[src/rtl/loadalign_rv32i.sv]
// rtl/loadalign_rv32i.sv - load unit: aligned reads, extract and extend; macro LOADALIGN_SPLIT_EN enables misaligned (split) loads
module loadalign_rv32i #(
  parameter int XLEN   = 32,
  parameter int ADDR_W = 32,
  parameter int TAG_W  = 5
) (
  input  logic              clk,
  input  logic              rst_n,
  input  logic              req_valid,
  output logic              req_ready,
  input  logic [ADDR_W-1:0] req_addr,
  input  logic [2:0]        req_type,
  input  logic [TAG_W-1:0]  req_tag,
  output logic              mem_req_valid,
  input  logic              mem_req_ready,
  output logic [ADDR_W-1:0] mem_req_addr,
  input  logic              mem_rsp_valid,
  input  logic [XLEN-1:0]   mem_rsp_data,
  output logic              rsp_valid,
  output logic [XLEN-1:0]   rsp_data,
  output logic [TAG_W-1:0]  rsp_tag,
  output logic              rsp_err
);

  localparam int NB    = XLEN / 8;
  localparam int OFF_W = $clog2(NB);

  typedef enum logic [2:0] {IDLE, ISSUE0, WAIT0, ISSUE1, WAIT1, RESP} state_t;

  state_t            state, state_nx;
  logic [OFF_W-1:0]  off_q, req_off;
  logic [2:0]        type_q;
  logic [TAG_W-1:0]  tag_q, tag_hold;
  logic              err_q;
  logic [XLEN-1:0]   beat0_q, beat1_q, data_hold, result;
  logic [ADDR_W-1:0] aligned;
  logic [3:0]        size_b;
  logic              illegal_type, bad;
`ifdef LOADALIGN_SPLIT_EN
  logic              cross, split_q;
`else
  logic [2:0]        size_m;
  logic              misal;
`endif

  // Decode size, legality and the aligned address of the incoming request
  always_comb begin
    size_b       = 4'd1 << req_type[1:0];
    req_off      = req_addr[OFF_W-1:0];
    aligned      = {req_addr[ADDR_W-1:OFF_W], {OFF_W{1'b0}}};
    illegal_type = (req_type == 3'b111) ||
                   ((XLEN == 32) && ((req_type == 3'b011) || (req_type == 3'b110)));
`ifdef LOADALIGN_SPLIT_EN
    cross        = (int'(req_off) + int'(size_b)) > NB;
    bad          = illegal_type;
`else
    size_m       = 3'(size_b - 4'd1);
    misal        = |(req_addr[2:0] & size_m);
    bad          = illegal_type || misal;
`endif
  end

  // Shift the two-beat window down by the byte offset, then trim and extend to the field size
  always_comb begin
    logic [XLEN-1:0] low, left;
    logic [6:0]      sa;
    low  = XLEN'({beat1_q, beat0_q} >> {off_q, 3'b000});
    sa   = 7'(XLEN) - (7'd8 << type_q[1:0]);
    left = low << sa;
    if (err_q)          result = '0;
    else if (type_q[2]) result = left >> sa;
    else                result = XLEN'($signed(left) >>> sa);
  end

  // State register
  always_ff @(posedge clk or negedge rst_n) begin
    if (!rst_n) state <= IDLE;
    else        state <= state_nx;
  end

  // Next-state logic
  always_comb begin
    state_nx = state;
    case (state)
      IDLE:   if (req_valid) state_nx = bad ? RESP : ISSUE0;
      ISSUE0: if (mem_req_ready) state_nx = WAIT0;
`ifdef LOADALIGN_SPLIT_EN
      WAIT0:  if (mem_rsp_valid) state_nx = split_q ? ISSUE1 : RESP;
      ISSUE1: if (mem_req_ready) state_nx = WAIT1;
      WAIT1:  if (mem_rsp_valid) state_nx = RESP;
`else
      WAIT0:  if (mem_rsp_valid) state_nx = RESP;
`endif
      RESP:   state_nx = IDLE;
      default: state_nx = IDLE;
    endcase
  end

  // Handshake and response outputs; result and tag are held between responses
  always_comb begin
    req_ready     = rst_n && (state == IDLE);
    mem_req_valid = (state == ISSUE0) || (state == ISSUE1);
    rsp_valid     = (state == RESP);
    rsp_err       = (state == RESP) && err_q;
    rsp_data      = (state == RESP) ? result : data_hold;
    rsp_tag       = (state == RESP) ? tag_q : tag_hold;
  end

  // Request capture, beat capture and response hold registers
  always_ff @(posedge clk or negedge rst_n) begin
    if (!rst_n) begin
      off_q        <= '0;
      type_q       <= '0;
      tag_q        <= '0;
      err_q        <= 1'b0;
      beat0_q      <= '0;
      beat1_q      <= '0;
      mem_req_addr <= '0;
      data_hold    <= '0;
      tag_hold     <= '0;
`ifdef LOADALIGN_SPLIT_EN
      split_q      <= 1'b0;
`endif
    end else begin
      if (state == IDLE && req_valid) begin
        off_q        <= req_off;
        type_q       <= req_type;
        tag_q        <= req_tag;
        err_q        <= bad;
        beat0_q      <= '0;
        beat1_q      <= '0;
        mem_req_addr <= aligned;
`ifdef LOADALIGN_SPLIT_EN
        split_q      <= cross;
`endif
      end
      if (state == WAIT0 && mem_rsp_valid) begin
        beat0_q <= mem_rsp_data;
`ifdef LOADALIGN_SPLIT_EN
        if (split_q) mem_req_addr <= mem_req_addr + ADDR_W'(NB);
`endif
      end
      if (state == WAIT1 && mem_rsp_valid) beat1_q <= mem_rsp_data;
      if (state == RESP) begin
        data_hold <= result;
        tag_hold  <= tag_q;
      end
    end
  end

endmodule

[config.mk]
export PLATFORM = sky130hd
export DESIGN_NAME = loadalign_rv32i
export DESIGN_NICKNAME = d
export VERILOG_FILES = /design/src/rtl/loadalign_rv32i.sv
export SDC_FILE = /design/constraint.sdc
export NUM_CORES = 1
export LEC_CHECK = 0
export CAP_MARGIN = 10
export CELL_PAD_IN_SITES_DETAIL_PLACEMENT = 0
export CELL_PAD_IN_SITES_GLOBAL_PLACEMENT = 1
export CORE_MARGIN = 10
export CORE_UTILIZATION = 42
export CTS_CLUSTER_SIZE = 28
export DETAILED_ROUTE_END_ITERATION = 7
export PLACE_DENSITY = 0.87
export SLEW_MARGIN = 20
export SYNTH_ARGS = -nofsm -noshare
export SYNTH_HDL_FRONTEND = slang
export SYNTH_SLANG_ARGS = --single-unit
export TNS_END_PERCENT = 100
[constraint.sdc]
create_clock -name clk -period 4.8 [get_ports clk]
set_input_delay 0.96 -clock clk [delete_from_list [all_inputs] [get_ports clk]]
set_output_delay 0.96 -clock clk [all_outputs]
set_load 0.02 [all_outputs]
==> reports/qor.yml <==
synth_area_leader_cell: "dfrtp_1"
synth_area_um2: 6070
rows: 43
die_width_um: 140
postCtsHoldBufs: 0
place_congestion: 0.806
grt_usage_pct: 17.6
grt-ovfl-total: 0
place_inst: 779
final_nets: 696
grt_pass1_wl_um: 27500
min_path_cells: 1
cts_buffer_depth: 2
skew_ns: 0.00928
r2r-start: "state[0]$_DFFE_PN0P_"
rsz0062_at_grt: "no"
initial_core_util_pct: 43.3
r2r-end: "data_hold[0]$_DFF_PN0_"
yosysMostFrequentCell: "dfrtp_1"
worstSetupPathType: "register to primary output"
cts_inserted_buffers: 17
cts_resized: 0
finalNonFillerCells: 812
fin_crit_ns: 4.36
clock_latency_ns: 0.43
cp_max_fo: 10
grt_pass1_vias: 4791
crit_chain: "nand3b_1 > inv_2 > nand2b_1 > a21oi_2 > a32o_1 > clkdlybuf4s50_1"
drive_above_1_share_pct: 14.7
p_leak_nw: 3.66
die_area_um2: 19700
final_util_pct: 59.1
syn_avg_cell_area_um2: 12.7
setup_viol: 0
end_kind: "primary output"
async_reset_ff_share_pct: 100
cts_tree: "yes"
drv_cap: 0
ys_seq_area_share_pct: 56.4
place_area_um2: 7690
ctsHtreeMaxLevel: 4
worstHoldStart: "mem_req_addr[18]$_DFFE_PN0P_"
die_y_um: 140
clock.fmax_mhz: 229
postSynthCellCount: 479
routed_wirelength_um: 17200
tightest_slew_ns: 0.901
fin_crit_sh_pct: 90.9
synth_cell_types: 44
synth_area_leaders: "dfrtp_1 56%, a22o_1 8.8%, mux2_2 5.9%"
cpPeakStageDelay_ns: 0.62
ir_drop_mv: 0.322
wl_per_cell_um: 21.2
antenna_found_initial: 1
cts_root_buf: "clkbuf_16"
postCtsSetupRepairBufs: 0
status: "complete, no violations"
arrival_ns: 3.40
finalSetupTns_ns: 0
power_mw: 5.93
drcViolationCount: 0
clkSinkCount: 137
grt_max_degree: 82
holdPathEnd: "mem_req_addr[18]$_DFFE_PN0P_"
critPathSlowestCell: "dfrtp_1"
yosys_warnings: 0
ys.flop_type: "dfrtp_1"
first_pass_iters: 5
core_area_um2: 14000
critical_path_required_ns: 3.84
p_per_area_nw_per_um2: 714
hold_viol: 0
area_growth_pct: 36.7
startpoint_type: "register"
detail-route-antenna-nets: 0
synth_seq_cells: 137
timing.reg2reg.setup_slack_ns: 2.36
clkTransAtPathRegs_ns: 0.06
r2r_cells: 5
place_hpwl_um: 12400
slew_headroom_pct: 39.7
synthTopCellsByCount: "137 x dfrtp_1, 61 x a22o_1, 47 x nand2_1"
pin_count: 150
via_per_inst: 5.60
vias: 4550
fin_area_um2: 8300
synth_edf_count: 0
drv_slew: 0
hp-class: "register to register"
synth_top_cell_area_share_pct: 56.4
drtIter0Drc: 432
portBuffers: 147
power breakdown:
group	leakage [nW]	switching (mW)	internal, mW
combinational	1.59	1.27	1.25
clock	0.287	0.487	0.828
sequential	1.79	0.436	1.66
total	3.66	2.19	3.74
placed cells by master (no fill, tap or decap), types with 2 or more instances in the layout:
cell type,synthesis,final
clkdlybuf4s50_1,0,146
dfrtp_1,137,135
a22o_1,61,61
nand2_1,47,47
mux2_2,32,32
mux2i_1,26,26
a21oi_1,23,23
clkbuf_16,0,17
nor2_1,16,15
o21ai_0,15,15
mux2_1,13,13
buf_4,4,12
mux4_2,9,9
o211ai_1,8,8
a32o_1,8,8
nor2b_1,7,7
nand2b_1,5,5
a211o_1,5,5
clkinv_2,0,3
bufinv_16,0,3
inv_1,2,2
nor2_2,1,2
nor3_1,2,2
mux4_1,2,2
conb_1,1,2
clkinvlp_4,0,2
inv_6,0,2
clkbuf_1,19,2
dfrtp_2,0,2
metal layers:
layer | share of wire [%] | wire (um) | global-route usage (%) | vias up
li1 | - | - | - | 2068
met1 | 42 | 7200 | 22.1 | 2314
met2 | 50 | 8560 | 27.7 | 147
met3 | 6.8 | 1170 | 6.15 | 21
met4 | 1.7 | 293 | 5.98 | 0
met5 | 0 | 0 | 0 | -
kinds of logic (layout without fill, tap and decap cells):
family | count (synthesis) | count (layout) | synth area share, %
xor+xnor | 2 | 2 | 0.288
flops | 137 | 137 | 56.4
mux | 82 | 82 | 16.8
simple gates | 86 | 86 | 6.74
buf+inv | 42 | 193 | 3.38
compound gates | 129 | 129 | 16.3
other cells | 1 | 3 | 0.0617
state kept, by name, indices dropped and copies added, names as in the netlist:
| name | flops |
|---|---|
| beat0_q | 32 |
| data_hold | 32 |
| mem_req_addr | 30 |
| beat1_q | 24 |
| tag_hold | 5 |
| tag_q | 5 |
| state | 3 |
| type_q | 3 |
| off_q | 2 |
| err_q | 1 |
cell type report:
| class | count | area [um^2] |
|---|---|---|
| Clock buffer | 20 | 447 |
| Sequential cell | 137 | 3430 |
| Inverter | 3 | 11.3 |
| Timing Repair Buffer | 159 | 1570 |
| Multi-Input combinational cell | 301 | 2470 |
| Tap cell | 180 | 225 |
| Fill cell | 1103 | 5740 |
| Clock inverter | 11 | 146 |
| Antenna cell | 1 | 2.50 |
worst max-delay path, delay by kind of cell (launching register included):
family | cells | cell delay [ns]
buffers and inverters | 2 | 0.87
AOI/OAI and AO/OA | 2 | 0.86
DFF | 1 | 0.62
and+or+nand+nor | 2 | 0.62
worst max-delay path by stage:
stage                              start      endpoint  depth (start not counted)
floorplan           off_q[0]$_DFFE_PN0P_  rsp_data[10]                          7
global placement    state[0]$_DFFE_PN0P_   rsp_data[1]                          6
detailed placement  state[0]$_DFFE_PN0P_   rsp_data[6]                          6
CTS                 state[0]$_DFFE_PN0P_   rsp_data[0]                          6
global route        state[0]$_DFFE_PN0P_   rsp_data[1]                          6
finish              state[0]$_DFFE_PN0P_   rsp_data[0]                          6
metrics by stage:
stage | setup WS (ns) | hold slack (ns)
floorplan | 1.95 | 0.458
global placement | 1.06 | 0.470
detailed placement | 0.919 | 0.462
CTS | 0.402 | 0.485
global route | 0.203 | 0.503
finish | 0.436 | 0.485
(Power assumes the default switching activity.)
